**src/rtl/sync_reset_seq.sv**
```systemverilog
// Reset sequencer: synchronises an active-high reset request, filters short
// low pulses with a hold window, then releases NCH reset channels in order,
// a fixed stagger apart, and flags completion once all are released.
module sync_reset_seq #(
    parameter int unsigned STAGES  = 2,
    parameter int unsigned HOLD    = 8,
    parameter int unsigned STAGGER = 4,
    parameter int unsigned NCH     = 4
) (
    input  logic           CLK,
    input  logic           RST,
    input  logic           IN_RST,
    output logic [NCH-1:0] OUT_RST,
    output logic           RST_DONE
);

    localparam int unsigned MaxCnt = (HOLD > STAGGER) ? HOLD : STAGGER;
    localparam int unsigned CntW   = $clog2(MaxCnt + 1);
    localparam int unsigned IdxW   = $clog2(NCH) + 1;

    localparam logic [CntW-1:0] HoldLast = CntW'(HOLD - 1);
    localparam logic [CntW-1:0] StagLast = CntW'(STAGGER - 1);
    localparam logic [IdxW-1:0] IdxLast  = IdxW'(NCH - 1);

    typedef enum logic [1:0] {StAssert, StHold, StRelease, StDone} state_e;

    logic [STAGES-1:0] sync_q;
    logic              req_s;

    state_e            state_q, state_d;
    logic [CntW-1:0]   cnt_q, cnt_d;
    logic [IdxW-1:0]   idx_q, idx_d;
    logic [NCH-1:0]    out_rst_q, out_rst_d;
    logic              rst_done_q, rst_done_d;

    // Synchroniser chain; resets high so the request reads as asserted.
    always_ff @(posedge CLK) begin
        if (RST) begin
            sync_q <= '1;
        end else begin
            sync_q <= {sync_q[STAGES-2:0], IN_RST};
        end
    end

    assign req_s = sync_q[STAGES-1];

    // State, counters and registered outputs.
    always_ff @(posedge CLK) begin
        if (RST) begin
            state_q    <= StAssert;
            cnt_q      <= '0;
            idx_q      <= '0;
            out_rst_q  <= '1;
            rst_done_q <= 1'b0;
        end else begin
            state_q    <= state_d;
            cnt_q      <= cnt_d;
            idx_q      <= idx_d;
            out_rst_q  <= out_rst_d;
            rst_done_q <= rst_done_d;
        end
    end

    // Next-state and counter update; a reassertion always wins over a terminal count.
    always_comb begin
        state_d = state_q;
        cnt_d   = cnt_q;
        idx_d   = idx_q;
        unique case (state_q)
            StAssert: begin
                if (!req_s) begin
                    state_d = StHold;
                    cnt_d   = '0;
                    idx_d   = '0;
                end
            end
            StHold: begin
                if (req_s) begin
                    state_d = StAssert;
                    cnt_d   = '0;
                    idx_d   = '0;
                end else if (cnt_q == HoldLast) begin
                    state_d = (NCH == 1) ? StDone : StRelease;
                    cnt_d   = '0;
                    idx_d   = IdxW'(1);
                end else begin
                    cnt_d = cnt_q + CntW'(1);
                end
            end
            StRelease: begin
                if (req_s) begin
                    state_d = StAssert;
                    cnt_d   = '0;
                    idx_d   = '0;
                end else if (cnt_q == StagLast) begin
                    cnt_d = '0;
                    if (idx_q == IdxLast) begin
                        state_d = StDone;
                        idx_d   = '0;
                    end else begin
                        idx_d = idx_q + IdxW'(1);
                    end
                end else begin
                    cnt_d = cnt_q + CntW'(1);
                end
            end
            StDone: begin
                if (req_s) begin
                    state_d = StAssert;
                    cnt_d   = '0;
                    idx_d   = '0;
                end
            end
            default: begin
                state_d = StAssert;
                cnt_d   = '0;
                idx_d   = '0;
            end
        endcase
    end

    // Next output values; channels only ever clear one bit at a time, lowest first.
    always_comb begin
        out_rst_d  = out_rst_q;
        rst_done_d = rst_done_q;
        unique case (state_q)
            StAssert: begin
                out_rst_d  = '1;
                rst_done_d = 1'b0;
            end
            StHold: begin
                out_rst_d  = '1;
                rst_done_d = 1'b0;
                if (!req_s && (cnt_q == HoldLast)) begin
                    out_rst_d[0] = 1'b0;
                    rst_done_d   = (NCH == 1);
                end
            end
            StRelease: begin
                if (req_s) begin
                    out_rst_d  = '1;
                    rst_done_d = 1'b0;
                end else if (cnt_q == StagLast) begin
                    for (int k = 0; k < int'(NCH); k++) begin
                        if (IdxW'(k) == idx_q) begin
                            out_rst_d[k] = 1'b0;
                        end
                    end
                    rst_done_d = (idx_q == IdxLast);
                end
            end
            StDone: begin
                if (req_s) begin
                    out_rst_d  = '1;
                    rst_done_d = 1'b0;
                end else begin
                    out_rst_d  = '0;
                    rst_done_d = 1'b1;
                end
            end
            default: begin
                out_rst_d  = '1;
                rst_done_d = 1'b0;
            end
        endcase
    end

    assign OUT_RST  = out_rst_q;
    assign RST_DONE = rst_done_q;

endmodule

```
**config.mk**
```make
export PLATFORM = sky130hd
export DESIGN_NAME = sync_reset_seq
export DESIGN_NICKNAME = d
export VERILOG_FILES = /design/src/rtl/sync_reset_seq.sv
export SDC_FILE = /design/constraint.sdc
export NUM_CORES = 1
export LEC_CHECK = 0
export CORE_MARGIN = 2
export CORE_UTILIZATION = 50
export CTS_BUF_LIST = sky130_fd_sc_hd__clkbuf_16
export CTS_CLUSTER_SIZE = 24
export DETAILED_ROUTE_END_ITERATION = 7
export PLACE_DENSITY = 0.84
export SYNTH_ARGS = -nofsm -noshare
export SYNTH_HDL_FRONTEND = slang
export SYNTH_SLANG_ARGS = --single-unit
```
**constraint.sdc**
```tcl
create_clock -name CLK -period 1.8 [get_ports CLK]
set_input_delay 0.18 -clock CLK [delete_from_list [all_inputs] [get_ports CLK]]
set_output_delay 0.18 -clock CLK [all_outputs]
set_load 0.05 [all_outputs]
```
* Word-level counts from Yosys, hierarchy flattened *
Cells that the tools add are included.

operators by class
  add/sub/neg operators = 2
  equality and inequality tests = 18
  reduce and logical (&&, ||, !) cells = 12
  multiplexer cells = 36

operators by type and width
  operator               count
  $mux W4                9
  $pmux W4 S4            2
  $mux W3                7
  $ne A3 B3 Y1 const B   7
  $mux W2                7
  $pmux W3 S4            1
  $reduce_and A2 Y1      5
  $mux W1                8
  $pmux W2 S4            1
  $eq A2 B3 Y1 const A   2
  $reduce_and A5 Y1      1
  $add A4 B1 Y4 const B  1
  $eq A2 B2 Y1 const B   2
  $eq A4 B2 Y1 const B   1
  $eq A4 B3 Y1 const B   1
  $ne A2 B2 Y1 const B   2
  $reduce_and A4 Y1      1
  $add A3 B1 Y3 const B  1
  $eq A1 B3 Y1 const A   1
  $eq A3 B2 Y1 const B   1
  $logic_not A3 Y1       1
  $pmux W1 S3            1
  $eq A2 B1 Y1 const B   1
  $logic_not A2 Y1       1
  other kinds (3)        3

word-level totals
  flip-flop bits (word level) = 16
  output and inout bits = 5
  bits of input ports = 3

* Longest topological paths before layout *
  word-level depth = 5
  gate-level depth with buffers = 7
  gate-level depth less buffers = 6

* Worst setup path after synthesis *
OpenSTA, ideal clock, no wires.

  path type = register to register
  start point = register state_q[1]
  end point = register state_q[1]
  path buffers = 1
  stages on the path, launching flop included = 8
  data arrival time = 1.521 ns
  setup time = 0.117 ns
  path slack = 0.161 ns
  cells stage by stage = dfxtp_1 -> inv_1 -> ha_1 -> mux2i_1 -> and3_1 -> buf_6 -> o22ai_1 -> a32o_1

between the ends
  longest elaborated chain between the ends = 3

RTL lines
  what                                                    line  source
  start, declared                                         30    state_e state_q, state_d;
  start signal, assigned                                  50    state_q <= StAssert;
  start signal, assigned                                  56    state_q <= state_d;
  $eq A2 B2 Y1 (tied with other cells)                    69    unique case (state_q)
  $ne A3 B3 Y1 (no line) or $ne A2 B2 Y1 (tied branches)  n/a
  $reduce_and A5 Y1 (no line)                             n/a

Several ways; a longest one is shown, not always the timed one.
A chain may end at the register's enable or synchronous reset.

* Final worst setup path *
  start point = register state_q[1]
  end point = register idx_q[1]

between the ends
  longest elaborated chain between the ends = 3

RTL lines
  what                                                    line  source
  $eq A2 B2 Y1 (tied with other cells)                    69
  $ne A3 B3 Y1 (no line) or $ne A2 B2 Y1 (tied branches)  n/a
  $reduce_and A4 Y1 (no line)                             n/a
  end signal, assigned                                    58    idx_q <= idx_d;
  end, declared                                           32    logic [IdxW-1:0] idx_q, idx_d;

Several ways; a longest one is shown, not always the timed one.

==> run metrics <==
Detail Route Antenna Nets 0; Port Buffers 7; cell taking the most area after synthesis dfxtp_1; critical path's largest stage delay 0.33 ns; top post-synthesis cells by area dfxtp_1 (32%), ha_1 (13%), mux2i_1 (6.1%); R2R depth 7; first-pass GRT wire length 3781 um; CTS Buffer Depth 2; Congestion Overflow GR 0; RSZ-0062 raised after global routing false; die width 48.55 um; final net count 140; Critical Path Sink idx_q[1]$_SDFFE_PP0P_; synthesis-to-finish area growth 22.19%; count leader, synth dfxtp_1; fin crit share 0.9619; Critical Path RT 1.97 ns; Setup crit start kind register; Die Ht 48.55 um; worst rel slew slack 0.6301; Slew Limit Fails 0; Core Rows 16; # diodes 0; reg2reg end idx_q[1]$_SDFFE_PP0P_; Mapped Nets 126; detailed-route via count 919; setup TNS 0 ns; Via density about 6; Peak Freq 0.5776 GHz; synthesized instance count 113; CP Class register to register; drt pass-1 iters 4; initial DRC count 55; Seq/Total Area, Yosys 0.3228; clock latency on the worst-skew pair ~0.25 ns; pre-CTS WS around 0.035 ns; RR Startpoint state_q[1]$_SDFFE_PP0P_; EDFF count, synth 0; drt drc 0; wire per inst 15.98 um; crit path from state_q[1]$_SDFFE_PP0P_; Async SR Flop Fraction 0; Worst R2R Setup Slack 0.07 ns; Worst VDD drop 0.0006013 V; I/O pin count 8; minimum clock period between 1.5 and 2 ns; gr usage total 0.2096; H-tree depth 1; area of the die 2357 um2; clock skew approximately 0.0054 ns; critical-path maximum fanout 5; status finished, final reports clean; Synth Register Bits 16; Worst Path Arrival around 1.9 ns; HPWL Detailed approximately 1700 um; TritonCTS buffer count 3; crit path cell chain inv_1 -> ha_1 -> nor2_2 -> a22o_1 -> buf_4 -> or3_1 -> a21oi_1; # hold bufs at CTS 0; final setup vio count 0; final WL about 2400 um; final hold viol count 0; Yosys cell types 40; Mapped Avg Cell Area 8.781 um2; Hold Path Class register to register; Initial Utilization 0.5163; Max-Cap Viols 0; CTS tree yes; Syn. warnings 0; ys flop type dfxtp_1; CP endpoint kind register; Worst Max-Slew Pin Slew 0.5536 ns; layout cells sized above 1 0.1825; clock sinks 16; Post-Syn Area 992.2 um2; initial antenna violation count 0; Synth top cells by count dfxtp_1 (16), ha_1 (10), a21oi_1 (9), inv_1 (9); largest net degree at the start of global routing 13; Leak 0.4716 nW; Root Driver clkbuf_16; final worst slack 0.06856 ns; vias in the first global route 867; gp weighted congestion 0.8938; core box area 1922 um2; slowest library cell on the worst path dfxtp_2; clock slew at reported path FFs 0.05 ns; P per Cell Area 844.8 nW/um2; top-area cell type share of the netlist area 0.3228
-- per-stage QoR --
step	total power [W]	hold slack, ns	util	instance area, um2	std cells
floorplan	0.0005131	0.2838	-	992.2	113
finish	0.001024	0.4119	0.6309	1212	153
detailed placement	0.0005690	0.4049	0.5729	1101	147
global placement	0.0005624	0.3946	0.5729	1101	147
CTS	0.001019	0.4167	0.6224	1196	153
global route	0.001050	0.4299	0.6309	1212	153
-- where the power goes --
group | switching, W | internal, W | leakage (nW)
Sequential | 0.0000107 | 0.000368 | 0.131
Clock | 0.000145 | 0.000295 | 0.0385
Combinational | 0.000120 | 0.0000857 | 0.302
-- cell families after synthesis --
| kind of cell | count (synthesis) | synth area share |
|---|---|---|
| fa+ha+maj | 10 | 0.1261 |
| flops | 16 | 0.3228 |
| compound gates | 29 | 0.2106 |
| buf+inv | 14 | 0.06683 |
| mux | 7 | 0.07188 |
| simple gates | 37 | 0.2018 |
-- layout by cell type, fill, tap and decap left out, drive strengths merged, types with 2 or more instances in the layout --
master	Yosys	final
inv	9	9
nand2b	4	4
nand3	3	3
buf	4	7
mux2i	6	6
clkbuf	1	3
or2	3	3
a2111oi	2	2
nand2	7	7
o31ai	2	2
ha	10	10
dfxtp	16	16
nor3b	2	2
a21oi	9	9
o2111ai	2	2
and3	2	2
nor2b	3	3
nor2	7	7
clkdlybuf4s50	0	7
o21ai	4	4
-- sequential cells by signal, summed over array words and instances, names as in the netlist --
| name | cells |
|---|---|
| state_q | 2 |
| RST_DONE | 1 |
| OUT_RST | 4 |
| sync_q | 2 |
| idx_q | 3 |
| cnt_q | 4 |
-- area by class of cell --
type / instances / area, um2
fillers: 160 / 709.4
multi-input cells: 83 / 621.8
inverters: 9 / 33.78
clock inverters: 1 / 3.754
flip-flops and latches: 16 / 321.6
well taps: 27 / 33.78
repair buffers: 14 / 122.6
clock buffers: 3 / 75.07
-- timing repair --
action,4_1_cts,5_1_grt
gates cloned,0,0
pin swaps,1,1
buffers inserted,2,0
setup endpoints to repair,2,6
gates resized for setup,1,6
-- layer usage --
| metal | part of all wire | GRT usage | vias to the layer above |
|---|---|---|---|
| met3 | 0.061 | 0.03086 | 10 |
| li1 | - | - | 431 |
| met2 | 0.50 | 0.4028 | 47 |
| met4 | 0.019 | 0.09048 | 0 |
| met5 | 0 | 0 | - |
| met1 | 0.42 | 0.2257 | 431 |
-- worst max-delay path, delay by kind of cell, from the launching register on --
| family | cells | cell delay [ns] |
|---|---|---|
| buf+inv | 2 | 0.26 |
| compound gates | 2 | 0.41 |
| simple gates | 2 | 0.39 |
| fa+ha+maj | 1 | 0.27 |
| flops | 1 | 0.33 |
-- worst min-delay path by stage --
| stage | slack (ns) | cells after the start | startpoint | endpoint |
|---|---|---|---|---|
| 2_1_floorplan | 0.28 | 1 | IN_RST | sync_q[0]$_SDFF_PP1_ |
| 3_3_place_gp | 0.39 | 1 | sync_q[0]$_SDFF_PP1_ | sync_q[1]$_SDFF_PP1_ |
| 3_5_place_dp | 0.40 | 1 | sync_q[0]$_SDFF_PP1_ | sync_q[1]$_SDFF_PP1_ |
| 4_1_cts | 0.42 | 1 | sync_q[0]$_SDFF_PP1_ | sync_q[1]$_SDFF_PP1_ |
| 5_1_grt | 0.43 | 1 | sync_q[0]$_SDFF_PP1_ | sync_q[1]$_SDFF_PP1_ |
| 6_report | 0.41 | 1 | sync_q[0]$_SDFF_PP1_ | sync_q[1]$_SDFF_PP1_ |
(Power assumes the default switching activity.)
